--- src/rtl/cube_input_pkg.sv ---
// Shared types and board timing defaults for the cube-state input front end.
package cube_input_pkg;

  typedef enum logic [1:0] {
    ST_IDLE = 2'd0,
    ST_ON   = 2'd1,
    ST_OFF  = 2'd2
  } flash_state_e;

  localparam int unsigned CLK_HZ       = 50_000_000;
  localparam int unsigned FLASH_ON_MS  = 100;
  localparam int unsigned FLASH_OFF_MS = 100;

  localparam int unsigned DEFAULT_ON_CYCLES  = (CLK_HZ / 1000) * FLASH_ON_MS;
  localparam int unsigned DEFAULT_OFF_CYCLES = (CLK_HZ / 1000) * FLASH_OFF_MS;
  localparam int unsigned DEFAULT_MAX_PENDING = 7;

  function automatic int unsigned max_u(input int unsigned a, input int unsigned b);
    return (a > b) ? a : b;
  endfunction

endpackage

--- src/rtl/pulse_led_flasher.sv ---
// Stretches 1-cycle event pulses into visible LED flashes with a fixed OFF gap,
// queueing events that arrive mid-flash in a saturating counter.
module pulse_led_flasher
  import cube_input_pkg::*;
#(
  parameter int unsigned ON_CYCLES   = DEFAULT_ON_CYCLES,
  parameter int unsigned OFF_CYCLES  = DEFAULT_OFF_CYCLES,
  parameter int unsigned MAX_PENDING = DEFAULT_MAX_PENDING
) (
  input  logic                               clk,
  input  logic                               rst_n,
  input  logic                               pulse_in,
  output logic                               led,
  output logic                               busy,
  output logic [$clog2(MAX_PENDING+1)-1:0]   pending,
  output logic                               dropped
);

  localparam int unsigned PW     = $clog2(MAX_PENDING + 1);
  localparam int unsigned TW_RAW = $clog2(max_u(ON_CYCLES, OFF_CYCLES));
  localparam int unsigned TW     = (TW_RAW > 0) ? TW_RAW : 1;

  localparam logic [TW-1:0] ON_LOAD  = TW'(ON_CYCLES - 1);
  localparam logic [TW-1:0] OFF_LOAD = TW'(OFF_CYCLES - 1);
  localparam logic [PW-1:0] PEND_MAX = PW'(MAX_PENDING);

  flash_state_e  state_q, state_d;
  logic [TW-1:0] timer_q, timer_d;
  logic [PW-1:0] pending_q, pending_d;
  logic          led_q, led_d;
  logic          busy_q, busy_d;
  logic          dropped_q, dropped_d;
  logic          enqueue;

  always_comb begin
    state_d   = state_q;
    timer_d   = timer_q;
    pending_d = pending_q;
    led_d     = led_q;
    dropped_d = 1'b0;
    enqueue   = 1'b0;

    unique case (state_q)
      ST_IDLE: begin
        led_d = 1'b0;
        if (pulse_in) begin
          state_d = ST_ON;
          led_d   = 1'b1;
          timer_d = ON_LOAD;
        end
      end
      ST_ON: begin
        enqueue = pulse_in;
        if (timer_q == '0) begin
          state_d = ST_OFF;
          led_d   = 1'b0;
          timer_d = OFF_LOAD;
        end else begin
          led_d   = 1'b1;
          timer_d = timer_q - 1'b1;
        end
      end
      ST_OFF: begin
        led_d = 1'b0;
        if (timer_q != '0) begin
          enqueue = pulse_in;
          timer_d = timer_q - 1'b1;
        end else if ((pending_q != '0) || pulse_in) begin
          // Dequeue and a same-cycle pulse cancel out; this path never saturates.
          state_d   = ST_ON;
          led_d     = 1'b1;
          timer_d   = ON_LOAD;
          pending_d = pending_q + PW'(pulse_in) - 1'b1;
        end else begin
          state_d = ST_IDLE;
        end
      end
      default: begin
        state_d = ST_IDLE;
        led_d   = 1'b0;
        timer_d = '0;
      end
    endcase

    if (enqueue) begin
      if (pending_q < PEND_MAX) begin
        pending_d = pending_q + 1'b1;
      end else begin
        dropped_d = 1'b1;
      end
    end

    busy_d = (state_d != ST_IDLE);
  end

  always_ff @(posedge clk) begin
    if (!rst_n) begin
      state_q   <= ST_IDLE;
      timer_q   <= '0;
      pending_q <= '0;
      led_q     <= 1'b0;
      busy_q    <= 1'b0;
      dropped_q <= 1'b0;
    end else begin
      state_q   <= state_d;
      timer_q   <= timer_d;
      pending_q <= pending_d;
      led_q     <= led_d;
      busy_q    <= busy_d;
      dropped_q <= dropped_d;
    end
  end

  assign led     = led_q;
  assign busy    = busy_q;
  assign pending = pending_q;
  assign dropped = dropped_q;

endmodule

--- config.mk ---
export PLATFORM = sky130hd
export DESIGN_NAME = pulse_led_flasher
export DESIGN_NICKNAME = d
export VERILOG_FILES = /design/src/rtl/cube_input_pkg.sv /design/src/rtl/pulse_led_flasher.sv
export SDC_FILE = /design/constraint.sdc
export NUM_CORES = 1
export LEC_CHECK = 0
export CELL_PAD_IN_SITES_DETAIL_PLACEMENT = 1
export CELL_PAD_IN_SITES_GLOBAL_PLACEMENT = 2
export CORE_MARGIN = 2
export CORE_UTILIZATION = 35
export CTS_BUF_LIST = sky130_fd_sc_hd__clkbuf_4
export DETAILED_ROUTE_END_ITERATION = 7
export PLACE_DENSITY_LB_ADDON = 0.3
export SLEW_MARGIN = 20
export SYNTH_ARGS = -nofsm -noshare
export SYNTH_HDL_FRONTEND = slang
export SYNTH_SLANG_ARGS = --single-unit
--- constraint.sdc ---
create_clock -name clk -period 2.2 [get_ports clk]
set_clock_uncertainty 0.05 [all_clocks]
set_input_delay 0.22 -clock clk [delete_from_list [all_inputs] [get_ports clk]]
set_output_delay 0.22 -clock clk [all_outputs]
set_load 0.01 [all_outputs]
-- Word level (Yosys, flattened, before mapping)
Index checks and enable logic that the tools add are counted.
- input port bits: 3
- register bits after elaboration: 31
- output and inout bits: 6
- reduce and logical (&&, ||, !) cells: 8
- order comparisons: 1
- $add $sub $neg: 4
- multiplexer cells: 23
- equal/unequal tests: 4
- operators by type and width (cell ; number):
    23-bit 2-to-1 mux ; 4
    23-bit case mux with 3 select lines ; 1
    23-bit logical NOT ; 1
    23-bit nonzero test ; 1
    23-bit by 1-bit subtractor with 23-bit output (second input constant) ; 1
    3-bit 2-to-1 mux ; 5
    1-bit 2-to-1 mux ; 7
    2-bit 2-to-1 mux ; 3
    2-bit case mux with 3 select lines ; 1
    2-bit AND reduction ; 2
    3-bit by 1-bit adder with 3-bit output ; 1
    3-bit by 1-bit adder with 3-bit output (second input constant) ; 1
    3-bit < comparator (second input constant) ; 1
    3-bit inequality test (second input constant) ; 1
    1-bit case mux with 3 select lines ; 1
    3-bit nonzero test ; 1
    3-bit by 1-bit subtractor with 3-bit output (second input constant) ; 1
    2-bit by 1-bit equality test with 1-bit output (second input constant) ; 1
    2-bit equality test (second input constant) ; 1
    2-bit logical NOT ; 1
    2-bit inequality test (second input constant) ; 1
    1-bit case mux with 2 select lines ; 1
    2-bit nonzero test ; 1
    1-bit logical OR ; 1

-- Depth between registers and ports, before layout
Gate-level depths: netlist (run 1).
- word-level depth: 7
- mapped depth: 8
- depth with buffers taken out: 7

-- Worst setup path after synthesis (run 1)
No wires, ideal clock.
- path type: register to register
- start point: reg state_q[0]
- end point: reg busy_q (netlist: busy)
- stages on the path, launching flop included: 9
- arrival: 1911 ps
- slack: 92 ps
- buffers on the path: 2
- required time: 2003 ps
- library setup time: 147 ps
- cells stage by stage: dfxtp_1 -> inv_1 -> ha_1 -> clkbuf_1 -> or2_2 -> clkbuf_1 -> a21boi_0 -> o311ai_0 -> o211ai_1
- word-level cells in the longest chain between the ends: 3
- elaborated cells on any way between the ends: 8
- RTL lines (element ; line ; RTL):
    start: declaration ; pulse_led_flasher.sv:27 ; flash_state_e state_q, state_d;
    start signal: assignment ; pulse_led_flasher.sv:105 ; state_q <= state_d;
    2-bit equality test (tied with other cells) ; pulse_led_flasher.sv:43 ; unique case (state_q)
    2-bit case mux with 3 select lines * ; pulse_led_flasher.sv:43 ;
    2-bit nonzero test * ; pulse_led_flasher.sv:93 ; busy_d = (state_d != ST_IDLE);
    end signal: assignment ; pulse_led_flasher.sv:109 ; busy_q <= busy_d;
    end: declaration ; pulse_led_flasher.sv:31 ; logic busy_q, busy_d;
Mark *: on every way between the ends. The rest lies on a longest branch, timed or not.
A chain may end at the register's enable or synchronous reset.

-- Worst setup path in the final report (run 1)
- start point: reg state_q[0]
- end point: reg timer_q[10]
- word-level cells in the longest chain between the ends: 3
- elaborated cells on any way between the ends: 7
- RTL lines (element ; line ; RTL):
    2-bit equality test / 2-bit logical NOT (equally long branches) ; pulse_led_flasher.sv:43 ;
    3-bit inequality test (no line) / 2-bit inequality test (equally long branches) ; - ;
    2-bit AND reduction (no line) ; - ;
    end signal: assignment ; pulse_led_flasher.sv:106 ; timer_q <= timer_d;
    end: declaration ; pulse_led_flasher.sv:28 ; logic [TW-1:0] timer_q, timer_d;
Parallel ways exist; a longest one is shown, timed or not.

==> results of run 1 <==
-- tightest hold or removal path, delay by kind of cell, from the launching register on --
kind	cells	cell delay, ns
flops	1	0.34
compound gates	1	0.06
simple gates	1	0.05
-- cell usage in the layout, fill, tap and decap left out, drive strengths merged, types with 2 or more instances in the layout --
master and count:
a21oi 9, a22oi 9, a32oi 2, and2 3
and4 2, buf 40, clkbuf 5, clkdlybuf4s50 8
clkinv 2, dfxtp 31, ha 10, inv 14
mux2 2, nand2 22, nand2b 3, nand3 5
nand4 6, nor2 12, nor3 10, nor3b 2
nor4 4, o2111ai 4, o211ai 10, o21a 2
o21ai 23, o311ai 2, o31a 4, o31ai 11
or3 5, or4 9, xnor2 2
-- path summary, 6_finish.rpt --
check / start / to / slack, ns / cells after the start
max: state_q[0] / timer_q[10] / 0.09 / 9
min: timer_q[5] / timer_q[5] / 0.44 / 2
max reg2reg: state_q[0] / timer_q[10] / 0.09 / 9
min reg2reg: timer_q[5] / timer_q[5] / 0.44 / 2
-- power breakdown --
part / switching, µW / total, µW / internal, µW
registers: 51.0 / 664 / 613
clock network: 220 / 454 / 234
logic: 337 / 596 / 260
-- per-layer routing --
layer | wire (µm) | vias up
li1 | - | 1026
met1 | 3050 | 1025
met2 | 2990 | 15
met3 | 147 | 8
met4 | 63 | 0
met5 | 0 | -
-- final cells by class --
| cell class | instances | share of cell area |
|---|---|---|
| inverters | 14 | 0.0203 |
| well taps | 72 | 0.0347 |
| repair buffers | 48 | 0.153 |
| flip-flops and latches | 31 | 0.239 |
| clock inverters | 3 | 0.0149 |
| clock buffers | 5 | 0.0145 |
| multi-input cells | 188 | 0.524 |
-- cell families after synthesis --
group | after synthesis
AO/OA/AOI/OAI | 86
XOR/XNOR | 2
adder cells (fa/ha/maj) | 10
buffers and inverters | 27
flip-flops | 31
multiplexers | 2
AND/OR/NAND/NOR | 88
-- what timing repair did --
action                     4_1_cts  5_1_grt
gates resized for setup          0        9
setup endpoints to repair        0       26
setup buffers                    0        2
hold endpoints to repair         0        0
hold buffers                     0        0
-- metrics by stage --
step / hold slack [ns] / utilization / TNS [ns] / cells / power, µW
5_1_grt: 0.489 / 0.466 / -0.263 / 361 / 1840
3_3_place_gp: 0.418 / 0.441 / 0 / 351 / 1230
2_1_floorplan: 0.355 / - / 0 / 246 / 1010
3_5_place_dp: 0.435 / 0.441 / 0 / 351 / 1240
4_1_cts: 0.447 / 0.455 / 0 / 359 / 1710
6_report: 0.443 / 0.466 / 0 / 361 / 1710
-- sequential cells by signal, indices dropped and copies added, names as in the netlist --
name and cells:
busy 1, dropped 1, pending 3, state_q 2, led 1, timer_q 23
==> results by group, run 1 <==
Run status
  • Status: finished, final reports clean

CTS
  • Clock Tree Buf Depth: 2
  • H-tree depth: 2
  • Worst skew pair latency: 0.34 ns
  • CTS clk-pin slew, worst paths: 0.11 ns
  • Clock root buffer: clkbuf_4
  • CTS Sinks: 31
  • CTS tree: built
  • Num CTS Buffers: 5

Floorplanning
  • Std-Cell Core Area: 0.00557 mm²
  • Die Ht: 80.6 µm
  • Starting Density: 0.369
  • Row count: 27
  • Die footprint: 0.00650 mm²
  • # IOs: 9
  • Die X: 80.6 µm

Route
  • DRC errors left: 0
  • Initial DRC count: 119
  • Detailed Route WL: 6240 µm
  • Antenna Nets Post-Route: 0
  • DR WL/cell: 17.3 µm
  • Vias per Instance: 5.75
  • DR vias: 2074
  • Drt pass-1 iters: 4

Synthesis
  • Cell taking the most area after synthesis: dfxtp_1
  • Synth top cells by count: dfxtp_1 (31), nand2_1 (21), o21ai_0 (17)
  • Cell with the most instances after synthesis: dfxtp_1
  • Post-synth net total: 259
  • Yosys warning total: 0
  • Post-synthesis mux area share: 0.0110
  • Synthesized-area fraction occupied by ao, oa, aoi and oai cells: 0.305
  • Post-Synthesis Cell Area: 0.00206 mm²
  • Seq/Total Area, Yosys: 0.302
  • Asr flop ratio synth: 0
  • Post-synth EDFFs: 0
  • Distinct cell type count after synthesis: 56
  • #FFs+latches synth: 31
  • Xor/xnor share of the synthesized area: 0.00852
  • Top cells by area, synth: dfxtp_1 (30%), ha_1 (6.1%), o21ai_0 (4.1%)
  • Cells after synthesis: 246
  • Syn avg cell area: 8.36 µm²
  • Post-synth top area share: 0.302
  • Post-synthesis adder-cell area fraction: 0.0609
  • Main synth FF type: dfxtp_1
  • Simple-gate share of the synthesized area: 0.256
  • Combinational family with the most area after synthesis: compound AO/OA/AOI/OAI gates

Place
  • Gpl congestion: 0.922
  • Worst slack, placed: 0.0350 ns
  • Port Buffers: 8
  • Placed inst area: 0.00246 mm²
  • Post-DP HPWL: 4560 µm

Global route
  • Grt peak-use layer: met2
  • Initial antenna violation count: 0
  • GRT met2 Usage: 0.334
  • Total track usage: 0.204
  • Largest net degree at the start of global routing: 14
  • First-pass GRT wire length: 10200 µm
  • Gr ovfl total: 0
  • Met3 GRT Util: 0.0404
  • Met1 GRT Util: 0.272
  • Vias in the first global route: 2092

Setup path
  • Worst Setup End Kind: flop
  • Top delay family on crit path: buffers and inverters
  • CP Cell Sequence: inv_1, ha_1, buf_4, nand2_1, buf_4, o31ai_1, buf_4, or4_1, a22oi_1
  • WP data required: 2.42 ns
  • Crit-path most repeated cell: buf_4
  • Critical-path top delay cell: or4_1
  • Critical path buffers and inverters: 4
  • Worst Path Arrival: 2.32 ns
  • Worst-path maximum fanout: 12
  • Type of origin of the critical path: flop
  • Crit-path max cell delay: 0.46 ns
  • CP Class: reg -> reg

Cells and area
  • Area Growth Syn to Fin: 26.2%
  • Antenna Cells: 0
  • Reg area: 621 µm²
  • Layout filler cell count: 703
  • Share of cells above drive strength 1: 0.242
  • Finished layout cell area: 0.00259 mm²
  • Multi-input logic area: 0.00136 mm²
  • Final Net Count: 301

Pwr
  • PD cells: 660 mW/mm²
  • Max VDD drop: 0.386 mV
  • Leakage Power: 0.000954 µW

STA
  • Setup ws final: 0.0946 ns
  • Slew of the pin with the lowest slew margin: 0.539 ns
  • Final Setup Violations: 0
  • Fmax: 475 MHz
  • Slew Limit Fails: 0
  • Tmin final: 2.11 ns
  • Final hold vios: 0
  • Fin crit share: 0.957
  • RSZ-0062 raised after global routing: true
  • Max-slew headroom: 0.640

Flow run
  • Max cap viols: 0

Worst hold path
  • HP Class: reg -> reg
Note: power is estimated with default switching activity, not from simulation.
==> inputs of run 2 (changes only) <==
--- a/config.mk
+++ b/config.mk
@@ -8,10 +8,11 @@
 export CELL_PAD_IN_SITES_DETAIL_PLACEMENT = 1
 export CELL_PAD_IN_SITES_GLOBAL_PLACEMENT = 2
 export CORE_MARGIN = 2
-export CORE_UTILIZATION = 35
+export CORE_UTILIZATION = 41
 export CTS_BUF_LIST = sky130_fd_sc_hd__clkbuf_4
 export DETAILED_ROUTE_END_ITERATION = 7
-export PLACE_DENSITY_LB_ADDON = 0.3
+export GPL_ROUTABILITY_DRIVEN = 0
+export PLACE_DENSITY_LB_ADDON = 0.25
 export SLEW_MARGIN = 20
 export SYNTH_ARGS = -nofsm -noshare
 export SYNTH_HDL_FRONTEND = slang
==> constraint.sdc (replaced) <==
create_clock -name clk -period 2.5 [get_ports clk]
set_clock_uncertainty 0.05 [all_clocks]
set_input_delay 0.25 -clock clk [delete_from_list [all_inputs] [get_ports clk]]
set_output_delay 0.25 -clock clk [all_outputs]
set_load 0.01 [all_outputs]
==> results by group, run 2 (synthesis gave the netlist of run 1 again) <==
Route
  • DR WL/cell: 16.4 µm
  • Vias per Instance: 6.02
  • Initial DRC count: 88
  • DRC errors left: 0
  • Drt pass-1 iters: 4
  • Detailed Route WL: 5400 µm
  • DR vias: 1979
  • Antenna Nets Post-Route: 0

Flow run
  • Max cap viols: 0

CTS
  • CTS Sinks: 31
  • H-tree depth: 2
  • CTS tree: built
  • Worst skew pair latency: 0.33 ns
  • Num CTS Buffers: 5
  • Clock root buffer: clkbuf_4
  • CTS resizes: 0
  • CTS clk-pin slew, worst paths: 0.10 ns
  • Clock Tree Buf Depth: 2
  • Setup bufs post-CTS: 0
  • Cts hold-fix bufs: 0

Setup path
  • Worst Path Arrival: 2.44 ns
  • Worst Setup End Kind: flop
  • Worst-path maximum fanout: 9
  • CP startpoint: timer_q[0]
  • WP data required: 2.67 ns
  • CP Class: reg -> reg
  • R2R cell count: 7
  • CP Capture Point: timer_q[3]
  • Type of origin of the critical path: flop
  • R2R Path Start: timer_q[0]
  • R2r setup slk: 0.23 ns
  • Reg-to-reg critical path endpoint: timer_q[3]

Run status
  • Status: finished, final reports clean

Worst hold path
  • HP Class: reg -> reg

Global route
  • Gr ovfl total: 0
  • Vias in the first global route: 1999
  • Initial antenna violation count: 0
  • First-pass GRT wire length: 9540 µm
  • Largest net degree at the start of global routing: 14
  • Total track usage: 0.219

Cells and area
  • Number of flip-flops in the largest register: 23
  • Commonest non-fill, non-tap cells in the layout: dfxtp_1 (31), nand2_1 (21), o21ai_0 (17), inv_1 (14), buf_4 (13)
  • Antenna Cells: 0
  • Layout filler cell count: 599
  • Share of cells above drive strength 1: 0.141
  • Final Net Count: 274
  • Most common cell after layout, fill and taps aside: dfxtp_1
  • Area Growth Syn to Fin: 12.1%
  • Largest register by flop count: timer_q
  • Final Non-Filler Cells: 329
  • Finished layout cell area: 0.00230 mm²

STA
  • Slew Limit Fails: 0
  • Max-slew headroom: 0.664
  • Tmin final: 2.27 ns
  • RSZ-0062 raised after global routing: false
  • Fin crit share: 0.906
  • Final Setup Violations: 0
  • Final hold vios: 0
  • Setup TNS: 0 ns
  • Fmax: 441 MHz
  • Slew of the pin with the lowest slew margin: 0.499 ns

Place
  • Port Buffers: 8
  • Placed inst area: 0.00225 mm²
  • Post-DP HPWL: 4010 µm
  • Post-Place Cells: 321

Floorplanning
  • # IOs: 9
  • Row count: 25
  • Die footprint: 0.00560 mm²
  • Starting Density: 0.430
  • Die Ht: 74.8 µm
  • Die X: 74.8 µm
  • Std-Cell Core Area: 0.00479 mm²

Pwr
  • P_int: 815 µW
  • PD cells: 563 mW/mm²
  • Comb pwr share: 0.316
  • Leakage Power: 0.000794 µW
  • Max VDD drop: 0.355 mV
  • Clock network power share: 0.226
  • Switching part of the total: 0.372
  • P_sw: 483 µW
  • Flop pwr share: 0.458
run 2: final cells by class:
| class | count | area (µm²) | area share |
|---|---|---|---|
| Multi-Input combinational cell | 188 | 1320 | 0.572 |
| Sequential cell | 31 | 621 | 0.269 |
| Timing Repair Buffer | 21 | 178 | 0.0771 |
| Tap cell | 67 | 83.8 | 0.0364 |
| Inverter | 14 | 52.6 | 0.0228 |
| Clock buffer | 6 | 45.0 | 0.0195 |
| Clock inverter | 2 | 7.51 | 0.00326 |
run 2: power groups by stage:
stage / sequential, µW / combinational (µW) / clock, µW
floorplan: 591 / 300 / 0
global placement: 605 / 403 / 0
detailed placement: 607 / 407 / 0
CTS: 595 / 410 / 307
global route: 604 / 461 / 329
finish: 595 / 410 / 293
run 2: how the worst min path moves through the flow:
| stage | start | endpoint | slack [ns] | depth (start not counted) |
|---|---|---|---|---|
| CTS | timer_q[5] | timer_q[5] | 0.45 | 2 |
| global placement | timer_q[5] | timer_q[5] | 0.42 | 2 |
| finish | timer_q[5] | timer_q[5] | 0.44 | 2 |
| floorplan | pulse_in | dropped | 0.39 | 2 |
| detailed placement | timer_q[5] | timer_q[5] | 0.43 | 2 |
| global route | timer_q[5] | timer_q[5] | 0.47 | 2 |
run 2: metrics by stage:
step / setup WS, ns / util / total power (µW) / hold WS [ns]
global route: 0.0101 / 0.482 / 1390 / 0.465
finish: 0.235 / 0.482 / 1300 / 0.445
detailed placement: 0.263 / 0.471 / 1010 / 0.432
global placement: 0.290 / 0.471 / 1010 / 0.417
CTS: 0.244 / 0.482 / 1310 / 0.447
floorplan: 0.392 / - / 891 / 0.385
run 2: routing by layer:
metal	routed length [µm]	global-route usage
met1	2670	0.296
met2	2460	0.352
met3	191	0.0509
met4	72	0.0575
met5	0	0
run 2: critical path, stage by stage (launching register included):
cell	delay, ns
dfxtp_1	0.37
inv_1	0.09
ha_1	0.14
nor4b_2	0.27
nand4_2	0.33
or3_1	0.58
nand2_2	0.21
o21ai_0	0.12
